File: src/rtl/aes_stream_pkg.sv
// Shared types for the AES byte-stream front end.
// Block geometry, assembler states, FIFO entry layout.
package aes_stream_pkg;

    localparam int BLOCK_BYTES = 16;

    typedef enum logic {
        FILL,
        PAD
    } asmState_t;

    typedef struct packed {
        logic [127:0] data;
        logic [4:0]   len;
        logic         last;
    } blkEntry_t;

    function automatic logic [7:0] pad_byte(input logic [4:0] n);
        return 8'(5'd16 - n);
    endfunction

endpackage

File: src/rtl/aes_block_fifo.sv
// Small block FIFO between the assembler and the SPI message port.
// Head entry is read straight from the storage flops.
module aes_block_fifo
    import aes_stream_pkg::*;
#(
    parameter int DEPTH = 2
) (
    input  logic                       clk,
    input  logic                       reset,
    input  logic                       push,
    input  blkEntry_t                  pushEntry,
    input  logic                       pop,
    output blkEntry_t                  headEntry,
    output logic                       headValid,
    output logic [$clog2(DEPTH):0]     count
);

    localparam int PW = $clog2(DEPTH);
    localparam int CW = PW + 1;

    blkEntry_t       mem [DEPTH];
    logic [PW-1:0]   wrPtr;
    logic [PW-1:0]   rdPtr;
    logic            doPop;

    assign headValid = (count != '0);
    assign headEntry = mem[rdPtr];
    assign doPop     = pop && headValid;

    always_ff @(posedge clk or negedge reset) begin
        if (!reset) begin
            for (int i = 0; i < DEPTH; i++) begin
                mem[i] <= '0;
            end
            wrPtr <= '0;
            rdPtr <= '0;
            count <= '0;
        end else begin
            if (push) begin
                mem[wrPtr] <= pushEntry;
                wrPtr      <= wrPtr + PW'(1);
            end
            if (doPop) begin
                rdPtr <= rdPtr + PW'(1);
            end
            case ({push, doPop})
                2'b10:   count <= count + CW'(1);
                2'b01:   count <= count - CW'(1);
                default: count <= count;
            endcase
        end
    end

endmodule

File: src/rtl/aes_block_assembler.sv
// Packs a byte stream into padded 128-bit AES blocks behind a FIFO.
// Define AES_PKCS7_PAD_EN for PKCS#7 padding (else zero padding).
module aes_block_assembler
    import aes_stream_pkg::*;
#(
    parameter int DEPTH = 2
) (
    input  logic         clk,
    input  logic         reset,
    input  logic         in_valid,
    output logic         in_ready,
    input  logic [7:0]   in_byte,
    input  logic         in_last,
    output logic         blk_valid,
    input  logic         blk_ready,
    output logic [127:0] blk_data,
    output logic [4:0]   blk_len,
    output logic         blk_last
);

    localparam int CW = $clog2(DEPTH) + 1;

`ifdef AES_PKCS7_PAD_EN
    localparam logic PKCS7 = 1'b1;
`else
    localparam logic PKCS7 = 1'b0;
`endif

    logic [CW-1:0] fifoCount;
    logic [3:0]    idx;
    logic [119:0]  lanes;
    logic          alive;
    logic          notFull;
    logic          fillState;
    logic          padPush;
    logic          accept;
    logic          complete;
    logic [7:0]    padVal;
    blkEntry_t     asmEntry;
    blkEntry_t     pushEntry;
    blkEntry_t     headEntry;

    assign notFull  = fifoCount < CW'(DEPTH);
    assign in_ready = alive && fillState && notFull;
    assign accept   = in_valid && in_ready;
    assign complete = accept && (in_last || idx == 4'hf);

`ifdef AES_PKCS7_PAD_EN
    asmState_t state;
    asmState_t stateNext;

    always_ff @(posedge clk or negedge reset) begin
        if (!reset) begin
            state <= FILL;
        end else begin
            state <= stateNext;
        end
    end

    // Message ending on a block boundary still owes a full pad block.
    always_comb begin
        stateNext = state;
        padPush   = 1'b0;
        unique case (state)
            FILL: begin
                if (accept && in_last && idx == 4'hf) begin
                    stateNext = PAD;
                end
            end
            PAD: begin
                if (notFull) begin
                    padPush   = 1'b1;
                    stateNext = FILL;
                end
            end
            default: stateNext = FILL;
        endcase
    end

    assign fillState = (state == FILL);
`else
    assign fillState = 1'b1;
    assign padPush   = 1'b0;
`endif

    always_comb begin
        asmEntry = '0;
        padVal   = PKCS7 ? pad_byte({1'b0, idx} + 5'd1) : 8'h00;
        for (int k = 0; k < BLOCK_BYTES; k++) begin
            if (4'(k) < idx) begin
                asmEntry.data[127-8*k -: 8] = lanes[119-8*k -: 8];
            end else if (4'(k) == idx) begin
                asmEntry.data[127-8*k -: 8] = in_byte;
            end else begin
                asmEntry.data[127-8*k -: 8] = padVal;
            end
        end
        asmEntry.len  = {1'b0, idx} + 5'd1;
        asmEntry.last = in_last && !(PKCS7 && idx == 4'hf);
    end

    always_comb begin
        pushEntry = asmEntry;
        if (padPush) begin
            pushEntry.data = {BLOCK_BYTES{8'h10}};
            pushEntry.len  = 5'd0;
            pushEntry.last = 1'b1;
        end
    end

    always_ff @(posedge clk or negedge reset) begin
        if (!reset) begin
            idx   <= '0;
            lanes <= '0;
            alive <= 1'b0;
        end else begin
            alive <= 1'b1;
            if (accept) begin
                idx <= complete ? 4'd0 : idx + 4'd1;
                for (int k = 0; k < BLOCK_BYTES - 1; k++) begin
                    if (!complete && 4'(k) == idx) begin
                        lanes[119-8*k -: 8] <= in_byte;
                    end
                end
            end
        end
    end

    aes_block_fifo #(
        .DEPTH(DEPTH)
    ) u_fifo (
        .clk       (clk),
        .reset     (reset),
        .push      (complete || padPush),
        .pushEntry (pushEntry),
        .pop       (blk_ready),
        .headEntry (headEntry),
        .headValid (blk_valid),
        .count     (fifoCount)
    );

    assign blk_data = headEntry.data;
    assign blk_len  = headEntry.len;
    assign blk_last = headEntry.last;

endmodule

File: config.mk
export PLATFORM = sky130hd
export DESIGN_NAME = aes_block_assembler
export DESIGN_NICKNAME = d
export VERILOG_FILES = /design/src/rtl/aes_stream_pkg.sv /design/src/rtl/aes_block_fifo.sv /design/src/rtl/aes_block_assembler.sv
export SDC_FILE = /design/constraint.sdc
export NUM_CORES = 1
export LEC_CHECK = 0
export CORE_ASPECT_RATIO = 1.2
export CORE_UTILIZATION = 53
export DETAILED_ROUTE_END_ITERATION = 12
export PLACE_DENSITY = 0.78
export SLEW_MARGIN = 20
export SYNTH_ARGS = -nofsm -noshare
export SYNTH_HDL_FRONTEND = slang
export SYNTH_SLANG_ARGS = --single-unit
File: constraint.sdc
create_clock -name clk -period 2.3 [get_ports clk]
set_clock_uncertainty 0.05 [all_clocks]
set_input_delay 0.46 -clock clk [delete_from_list [all_inputs] [get_ports clk]]
set_output_delay 0.46 -clock clk [all_outputs]
set_load 0.02 [all_outputs]
Word level (Yosys, flattened, before mapping)
Index checks and enable logic that the tools add are counted.
{"block": "totals", "register_bits": 397, "latch_bits": 0, "mem_bits_rw": 0, "romBits": 0, "input_bits": 13, "output_inout_bits": 136, "wordCells": 152, "n_memories": 0}
{"block": "classes", "n_addsub": 6, "mul": 0, "div_mod_pow": 0, "n_lt_le_gt_ge": 20, "eq_ne": 18, "n_shift": 0, "mux": 40, "n_bitwise": 2, "n_reduce_logical": 40}
{"op": "2-to-1 mux 134 bit", "count": 4}
{"op": "bitwise mux 268 bit", "count": 1}
{"op": "2-to-1 mux 8 bit", "count": 32}
{"op": "demux 134 bit (select 1 bit)", "count": 1}
{"op": "== test 4 bit (first input constant)", "count": 8}
{"op": "< comparator 4 bit (first input constant)", "count": 8}
{"op": "AND reduction 2 bit", "count": 15}
{"op": "logical AND 1 bit", "count": 20}
{"op": "== test 3 x 4 -> 1 bit (first input constant)", "count": 4}
{"op": "< comparator 3 x 4 -> 1 bit (first input constant)", "count": 4}
{"op": "== test 2 x 4 -> 1 bit (first input constant)", "count": 2}
{"op": "< comparator 1 x 4 -> 1 bit (first input constant)", "count": 2}
{"op": "< comparator 2 x 4 -> 1 bit (first input constant)", "count": 2}
{"op": "adder 4 x 1 -> 5 bit (second input constant)", "count": 1}
{"op": "adder 4 x 1 -> 4 bit (second input constant)", "count": 1}
{"op": "== test 1 x 4 -> 1 bit (first input constant)", "count": 1}
{"op": "== test 4 bit (second input constant)", "count": 1}
{"op": "greater-or-equal comparator 2 bit (second input constant)", "count": 2}
{"op": "logical NOT 4 bit", "count": 1}
{"op": "2-to-1 mux 4 bit", "count": 1}
{"op": "inverter 1 -> 2 bit", "count": 2}
{"op": "one-hot mux 2 bit (2 select lines)", "count": 1}
{"op": "nonzero test 2 bit", "count": 2}
{"op": "adder 1 bit (second input constant)", "count": 2}
{"op": "other kinds (8)", "count": 8}

Depth between registers and ports, before layout
Gate-level depths: netlist of the first run.
{"block": "depth", "ltp_word": 7, "ltp_mapped": 9}

By module
Synthesis of the first run repeated with hierarchy kept, for this count alone.
{"block": "hier_totals", "hier_cells": 1350, "hier_area_um2": 18561.6}
{"mod": "aes_block_fifo", "instances": 1, "cells_per_inst": 729, "area_each_um2": 11697.5, "seq_area_each_um2": 6806.5}
{"mod": "aes_block_assembler", "instances": 1, "cells_per_inst": 621, "area_each_um2": 6864.1, "seq_area_each_um2": 3128.0}

Least setup slack after synthesis of the first run
No wires, ideal clock.
{"block": "synth_path", "path_kind": "reg-to-reg", "from": "reg idx[0]", "to": "reg lanes[64]", "setup_ns": 0.125, "arrival_ns": 2.114, "setup_slack_ns": 0.012, "path_stages_with_launch": 9, "cell_sequence": "dfrtp_1 > buf_2 > clkbuf_1 > inv_1 > ha_1 > buf_2 > buf_2 > nand4_2 > mux2_2"}
{"block": "synth_between", "elab_chain_len": 6}
{"item": "start, declared", "line": "aes_block_assembler.sv:30", "rtl": "logic [3:0] idx;"}
{"item": "start signal, assigned", "line": "aes_block_assembler.sv:119", "rtl": "idx <= complete ? 4'd0 : idx + 4'd1;"}
{"item": "== test 4 bit", "line": "aes_block_assembler.sv:46", "rtl": "assign complete = accept && (in_last || idx == 4'hf);"}
{"item": "logical OR 1 bit", "line": "aes_block_assembler.sv:46"}
{"item": "logical AND 1 bit", "line": "aes_block_assembler.sv:46"}
{"item": "logical NOT 1 bit", "line": "aes_block_assembler.sv:121", "rtl": "if (!complete && 4'(k) == idx) begin"}
{"item": "logical AND 1 bit (*)", "line": "aes_block_assembler.sv:121"}
{"item": "AND reduction 2 bit (no line) (*)"}
{"item": "end signal, assigned by index", "line": "aes_block_assembler.sv:122", "rtl": "lanes[119-8*k -: 8] <= in_byte;"}
{"item": "end, declared", "line": "aes_block_assembler.sv:31", "rtl": "logic [119:0] lanes;"}
Every way passes the cells marked *; elsewhere a longest branch is shown, timed or not.
A chain may end at the register's enable or synchronous reset.

Worst setup path after layout of the first run
{"block": "layout_path", "from": "reg u_fifo.rdPtr", "to": "out blk_data[24]"}
{"block": "layout_between", "elab_chain_len": 4}
{"item": "start, declared", "line": "aes_block_fifo.sv:23", "rtl": "logic [PW-1:0] rdPtr;"}
{"item": "start signal, assigned", "line": "aes_block_fifo.sv:44", "rtl": "rdPtr <= rdPtr + PW'(1);"}
{"item": "inverter 1 -> 2 bit (not written as such)", "line": "aes_block_fifo.sv:27", "rtl": "assign headEntry = mem[rdPtr];"}
{"item": "2-to-1 mux 134 bit (not written as such) (3 in series)", "line": "aes_block_fifo.sv:27"}
{"item": "end, declared", "line": "aes_block_assembler.sv:16", "rtl": "output logic [127:0] blk_data,"}
Every way passes these cells. The select of a mux whose other input is x is not followed.

==> results of run 1 <==
-- timing repair --
| item | 4_1_cts | 5_1_grt |
|---|---|---|
| hold endpoints to repair | 39 | 0 |
| endpoints found under the setup margin | 136 | 136 |
| cloned | 0 | 14 |
| resized for setup | 203 | 419 |
| hold buffers | 1 | 0 |
| buffers inserted | 1 | 6 |
-- area by class of cell --
type / instances / area, sq um
fill: 2588 / 12300
clock inverter: 11 / 121
inverter: 20 / 75.1
sequential: 397 / 9950
timing repair buffer: 284 / 2930
multi-input combinational: 927 / 8660
clock buffer: 60 / 1200
tap: 468 / 586
-- flip-flops by register name (all words and copies together) (netlist names) --
name,cells
u_fifo.wrPtr,1
alive,1
u_fifo.count,2
u_fifo.rdPtr,1
u_fifo.mem,268
idx,4
lanes,120
-- Yosys cell counts, types with 2 or more instances --
master / instances
mux2_2: 479
dfrtp_1: 397
o21ai_0: 73
nand2_1: 71
clkbuf_1: 62
a21oi_1: 41
buf_2: 40
mux2i_1: 32
nand3b_1: 32
inv_1: 19
a221o_1: 16
a22o_1: 16
nand4bb_1: 16
o31ai_1: 16
nor4bb_1: 15
mux2_1: 13
buf_6: 12
buf_4: 11
nor2_1: 11
and2_1: 10
nand3_1: 9
and3_1: 8
nand3_2: 8
nand4_1: 8
nand4b_1: 8
buf_1: 7
ha_1: 5
nor2_2: 5
nand4_2: 4
or2_2: 4
nor2b_1: 3
xnor2_1: 3
xor2_1: 3
nor3_4: 2
-- cell families (layout without fill, tap and decap cells) --
kind of cell    after synthesis  in the layout
fa+ha+maj                     5              5
simple gates                227            227
other cells                   1              1
compound gates              164            164
flops                       397            397
buf+inv                     153            375
xor+xnor                      6              6
mux                         524            524
-- through the flow --
| step | setup WS, ns | area, sq um | hold slack, ns | setup TNS [ns] |
|---|---|---|---|---|
| after floorplan | 0.0117 | 19200 | 0.114 | 0 |
| after global placement | -0.0779 | 21900 | 0.372 | -3.62 |
| after detailed placement | -0.0937 | 21900 | 0.377 | -9.33 |
| after CTS | -0.466 | 23200 | 0.402 | -40.26 |
| after global routing | -0.174 | 23500 | 0.417 | -13.46 |
| final | -0.142 | 23500 | 0.396 | -9.52 |
-- worst max-delay path: stages (launching register included) --
cell     delay, ns
dfrtp_4       0.49
buf_8         0.16
buf_16        0.17
mux2_2        0.38
buf_2         0.17
-- routing by layer --
metal	global-route usage	wire, um	part of all wire
met1	0.334	20300	0.42
met5	0	0	0
met4	0.0759	1450	0.030
met2	0.422	24500	0.51
met3	0.0329	1960	0.041
-- power by group --
group	internal, mW	switching, mW	total [mW]	leakage, nW
registers	8.01	0.610	8.62	5.44
logic	3.88	3.98	7.86	5.43
clock network	3.84	2.71	6.54	0.651
-- worst paths after layout --
path,start,end,slack [ns],cells after the start
setup / recovery,u_fifo.rdPtr,blk_data[24],-0.14,4
hold reg to reg,u_fifo.mem[241],u_fifo.mem[241],0.43,1
setup reg to reg,idx[3],u_fifo.mem[215],0.20,5
min in group clk,u_fifo.mem[241],u_fifo.mem[241],0.43,1
max in group asynchronous,reset,u_fifo.mem[22],0.96,4
hold / removal,reset,lanes[101],0.40,2
==> results.sh, run 1 <==
export IMPL_synth_top_family_by_area="multiplexers"
export IMPL_syn_inst=1477
export IMPL_numCtsBuffers=40
export IMPL_synth_ff_latch_count=397
export IMPL_layout_drive_gt1_share=0.499
export IMPL_synth_ff_type="dfrtp_1"
export IMPL_synth_area_leaders="dfrtp_1 (52%), mux2_2 (28%), o21ai_0 (1.9%)"
export IMPL_setup_viol=133
export IMPL_die_w_um=176
export IMPL_dpl_cell_count=2074
export IMPL_numPortBuffers=148
export IMPL_leakagePower_nw=11.5
export IMPL_vias=12791
export IMPL_rsz0062_at_grt="yes"
export IMPL_synth_seq_area_share=0.516
export IMPL_synth_xor_area_share=0.00273
export IMPL_synth_adder_area_share=0.00325
export IMPL_yosysWarnings=0
export IMPL_die_area_sq_um=37100
export IMPL_yosysUniqueCellTypes=52
export IMPL_synthSimpleGateAreaFrac=0.0805
export IMPL_ir_worst_vdd_mv=0.705
export IMPL_antenna_found_initial=0
export IMPL_avgSynthCellArea_sq_um=13.0
export IMPL_overflow=0
export IMPL_grt_max_degree=58
export IMPL_boundaryPins=149
export IMPL_drtIter0Drc=800
export IMPL_fmax_ghz=0.410
export IMPL_grt_pass1_wl_mm=72.8
export IMPL_synth_largest_area_cell="dfrtp_1"
export IMPL_diodes=0
export IMPL_max_slew_worst_pin_slew_ns=0.602
export IMPL_clock_latency_ns=0.54
export IMPL_timing_final_max_slew_violations=0
export IMPL_start_kind="flop"
export IMPL_fin_ws_ns=-0.142
export IMPL_area_growth_pct=22.2
export IMPL_final_util=0.656
export IMPL_firstDrtPassIters=5
export IMPL_cts_tree="done"
export IMPL_dp_hpwl_mm=30.0
export IMPL_cp_end_kind="primary output"
export IMPL_final_nets=1688
export IMPL_synth_edf_count=0
export IMPL_setup_worst_path_class="flop to primary output"
export IMPL_cts_sinks=397
export IMPL_muxShareOfSynthArea=0.305
export IMPL_cp_required_ns=1.79
export IMPL_fp_dieH_um=211
export IMPL_start_util=0.537
export IMPL_htree_levels=2
export IMPL_synth_compound_area_frac=0.0530
export IMPL_powerDensity_nw_per_um2=979
export IMPL_cap_violations=0
export IMPL_core_area_sq_um=35800
export IMPL_netlist_area_sq_um=19200
export IMPL_gp_congestion=0.801
export IMPL_wl_per_cell_um=22.2
export IMPL_layout_common_cells="mux2_2 (453), dfrtp_1 (392), buf_4 (88), o21ai_0 (73), nand2_1 (71)"
export IMPL_syn_nets=1495
export IMPL_fin_crit_sh=1.06
export IMPL_period_minus_slack_ns=2.44
export IMPL_final_common_cell="mux2_2"
export IMPL_status="finished, violations left"
export IMPL_critPathArrivalTime_ns=1.93
export IMPL_grtUsageTotal=0.249
export IMPL_rows=76
export IMPL_hold_path_class="primary input to async pin"
export IMPL_hold_viol=0
export IMPL_p_total_mw=23.0
export IMPL_relSlewSlack=0.599
export IMPL_synth_top_area_frac=0.516
export IMPL_critPathMaxFanout=19
export IMPL_cts_clk_slew_worst_paths_ns=0.06
export IMPL_final_antenna_net_count=0
export IMPL_clockBufferDepth=3
export IMPL_drcViolationCount=0
export IMPL_wl_mm=48.1
export IMPL_cts_root_buffer="clkbuf_16"
export IMPL_violations="setup timing"
export IMPL_via_per_inst=5.90
export IMPL_first_global_vias=13163
export IMPL_final_instance_count_excl_fill=2167
export IMPL_synthArstFlopShare=1.00
Power figures use the tool's default switching activity.
==> run 2, diff against run 1 <==
MAX_ROUTING_LAYER = met4   (was default)
==> run 2 against run 1 <==
  * Critical path type unchanged
  * Combinational power decreased by 3.8%
  * The flow still finishes with violations (setup timing)
  * Global-route usage increased by 0.78 points
  * Register-to-register slack improved by 0.02 ns
  * Via count decreased by 0.14%
  * Highest routed layer unchanged
==> results.sh, run 2 (synthesis results as in run 1) <==
export IMPL_cap_violations=0
export IMPL_start_util=0.537
export IMPL_cts_tree="done"
export IMPL_leakagePower_nw=11.8
export IMPL_rows=76
export IMPL_overflow=0
export IMPL_fmax_ghz=0.399
export IMPL_rsz0062_at_grt="yes"
export IMPL_intPower_mw=15.5
export IMPL_die_area_sq_um=37100
export IMPL_diodes=0
export IMPL_layout_common_cells="mux2_2 (471), dfrtp_1 (392), buf_4 (93), o21ai_0 (73), nand2_1 (71)"
export IMPL_status="finished, violations left"
export IMPL_wl_per_cell_um=21.8
export IMPL_die_w_um=176
export IMPL_numPortBuffers=148
export IMPL_largest_reg_flops=268
export IMPL_cp_required_ns=1.79
export IMPL_max_slew_worst_pin_slew_ns=0.592
export IMPL_final_common_cell="mux2_2"
export IMPL_layout_drive_gt1_share=0.487
export IMPL_largest_register="u_fifo.mem"
export IMPL_firstDrtPassIters=5
export IMPL_r2r_start="idx[1]"
export IMPL_area_growth_pct=21.0
export IMPL_vias=12773
export IMPL_drtIter0Drc=856
export IMPL_fin_crit_sh=1.09
export IMPL_critPathArrivalTime_ns=2.00
export IMPL_grt_pass1_wl_mm=72.8
export IMPL_core_area_sq_um=35800
export IMPL_clock_latency_ns=0.54
export IMPL_fp_dieH_um=211
export IMPL_reg_top3="u_fifo.mem (268), lanes (120), idx (4)"
export IMPL_netSwitchingPower_mw=7.14
export IMPL_cp_end_kind="primary output"
export IMPL_ir_worst_vdd_mv=0.678
export IMPL_boundaryPins=149
export IMPL_antenna_found_initial=0
export IMPL_clockPowerShare=0.288
export IMPL_setup_viol=129
export IMPL_wl_mm=47.3
export IMPL_htree_levels=2
export IMPL_relSlewSlack=0.606
export IMPL_first_global_vias=13150
export IMPL_reg2reg_to="u_fifo.mem[126]"
export IMPL_fill_cells=2646
export IMPL_timing_final_max_slew_violations=0
export IMPL_final_antenna_net_count=0
export IMPL_setup_worst_path_class="flop to primary output"
export IMPL_rrSetupSlack_ns=0.22
export IMPL_powerDensity_nw_per_um2=975
export IMPL_cts_sinks=397
export IMPL_drcViolationCount=0
export IMPL_grt_max_degree=58
export IMPL_period_minus_slack_ns=2.51
export IMPL_reg2reg_depth=6
export IMPL_switching_share=0.315
export IMPL_hold_viol=0
export IMPL_final_nets=1689
export IMPL_dp_hpwl_mm=30.0
export IMPL_violations="setup timing"
export IMPL_cts_clk_slew_worst_paths_ns=0.06
export IMPL_hold_path_class="primary input to async pin"
export IMPL_cts_root_buffer="clkbuf_16"
export IMPL_clockBufferDepth=3
export IMPL_start_kind="flop"
export IMPL_fin_ws_ns=-0.208
export IMPL_p_total_mw=22.7
export IMPL_gp_congestion=0.813
export IMPL_via_per_inst=5.89
export IMPL_hold_ws_ns=0.398
export IMPL_numCtsBuffers=40
export IMPL_critPathMaxFanout=7
export IMPL_seqPwrFrac=0.379
export IMPL_grtUsageTotal=0.257
export IMPL_power_frac_comb=0.333
==> run 2: changes by cell type in the layout (fill, tap and decap cells not counted) <==
cell	before	now
buf_4	88	93
mux2_4	26	8
buf_2	51	64
buf_6	61	20
clkbuf_16	48	46
buf_12	40	38
mux2_2	453	471
buf_8	5	3
clkbuf_2	16	25
dlymetal6s2s_1	2	23
==> run 2: critical path, stage by stage (launching register included) <==
cell and delay, ns:
dfrtp_4 0.50, buf_6 0.16, clkbuf_16 0.16, buf_4 0.15
mux2_4 0.33, buf_6 0.14
==> run 2: power by group through the flow <==
stage	sequential, mW	clock (mW)	combinational (mW)
final	8.59	6.54	7.56
after floorplan	8.47	0	4.56
after detailed placement	8.70	0	6.79
after CTS	8.59	6.63	6.81
after global placement	8.62	0	6.67
after global routing	8.71	6.92	7.99
==> run 2: worst max-delay path by stage <==
stage	start	to	slack (ns)	cells after the start
after global routing	u_fifo.rdPtr	blk_data[127]	-0.22	5
final	u_fifo.rdPtr	blk_data[127]	-0.21	5
after floorplan	idx[0]	lanes[64]	0.01	8
after CTS	u_fifo.rdPtr	blk_data[44]	-0.47	3
after global placement	in_valid	u_fifo.count[1]	-0.08	8
after detailed placement	in_valid	u_fifo.mem[28]	-0.09	7
==> run 2: area by class of cell <==
class,count,area (sq um),share of cell area
Clock buffer,60,1200,0.0514
Multi-Input combinational cell,927,8590,0.369
Clock inverter,11,121,0.00521
Sequential cell,397,9950,0.427
Inverter,20,75.1,0.00323
Tap cell,468,586,0.0252
Timing Repair Buffer,285,2760,0.119
==> run 2: metal layers <==
layer / routed length (um) / share of wire / GRT usage / up-vias
met2: 24300 / 0.51 / 0.423 / 338
li1: - / - / - / 5708
met4: 1110 / 0.024 / 0.0744 / 0
met1: 19900 / 0.42 / 0.335 / 6652
met3: 2070 / 0.044 / 0.0310 / 75
met5: 0 / 0 / - / -
==> run 2: what timing repair did <==
action	in CTS	in global routing
hold endpoints to repair	39	0
buffers inserted	1	12
setup endpoints to repair	136	136
hold buffers	1	0
resized for setup	203	256
gates cloned	0	9
==> run 2: metrics by stage <==
stage | setup TNS, ns | std cells | cell area, sq um | utilization | worst slack (ns)
final | -14.13 | 2168 | 23300 | 0.649 | -0.208
after global routing | -17.63 | 2168 | 23300 | 0.649 | -0.219
after CTS | -40.26 | 2147 | 23200 | 0.648 | -0.466
after detailed placement | -9.33 | 2074 | 21900 | 0.612 | -0.0937
after global placement | -3.62 | 2074 | 21900 | 0.612 | -0.0779
after floorplan | 0 | 1477 | 19200 | - | 0.0117
==> run 3, diff against run 2 <==
ABC_CLOCK_PERIOD_IN_PS = 2300   (was default)
==> results of run 3 <==
Final layout, timing and power as in run 2 (identical DEF).
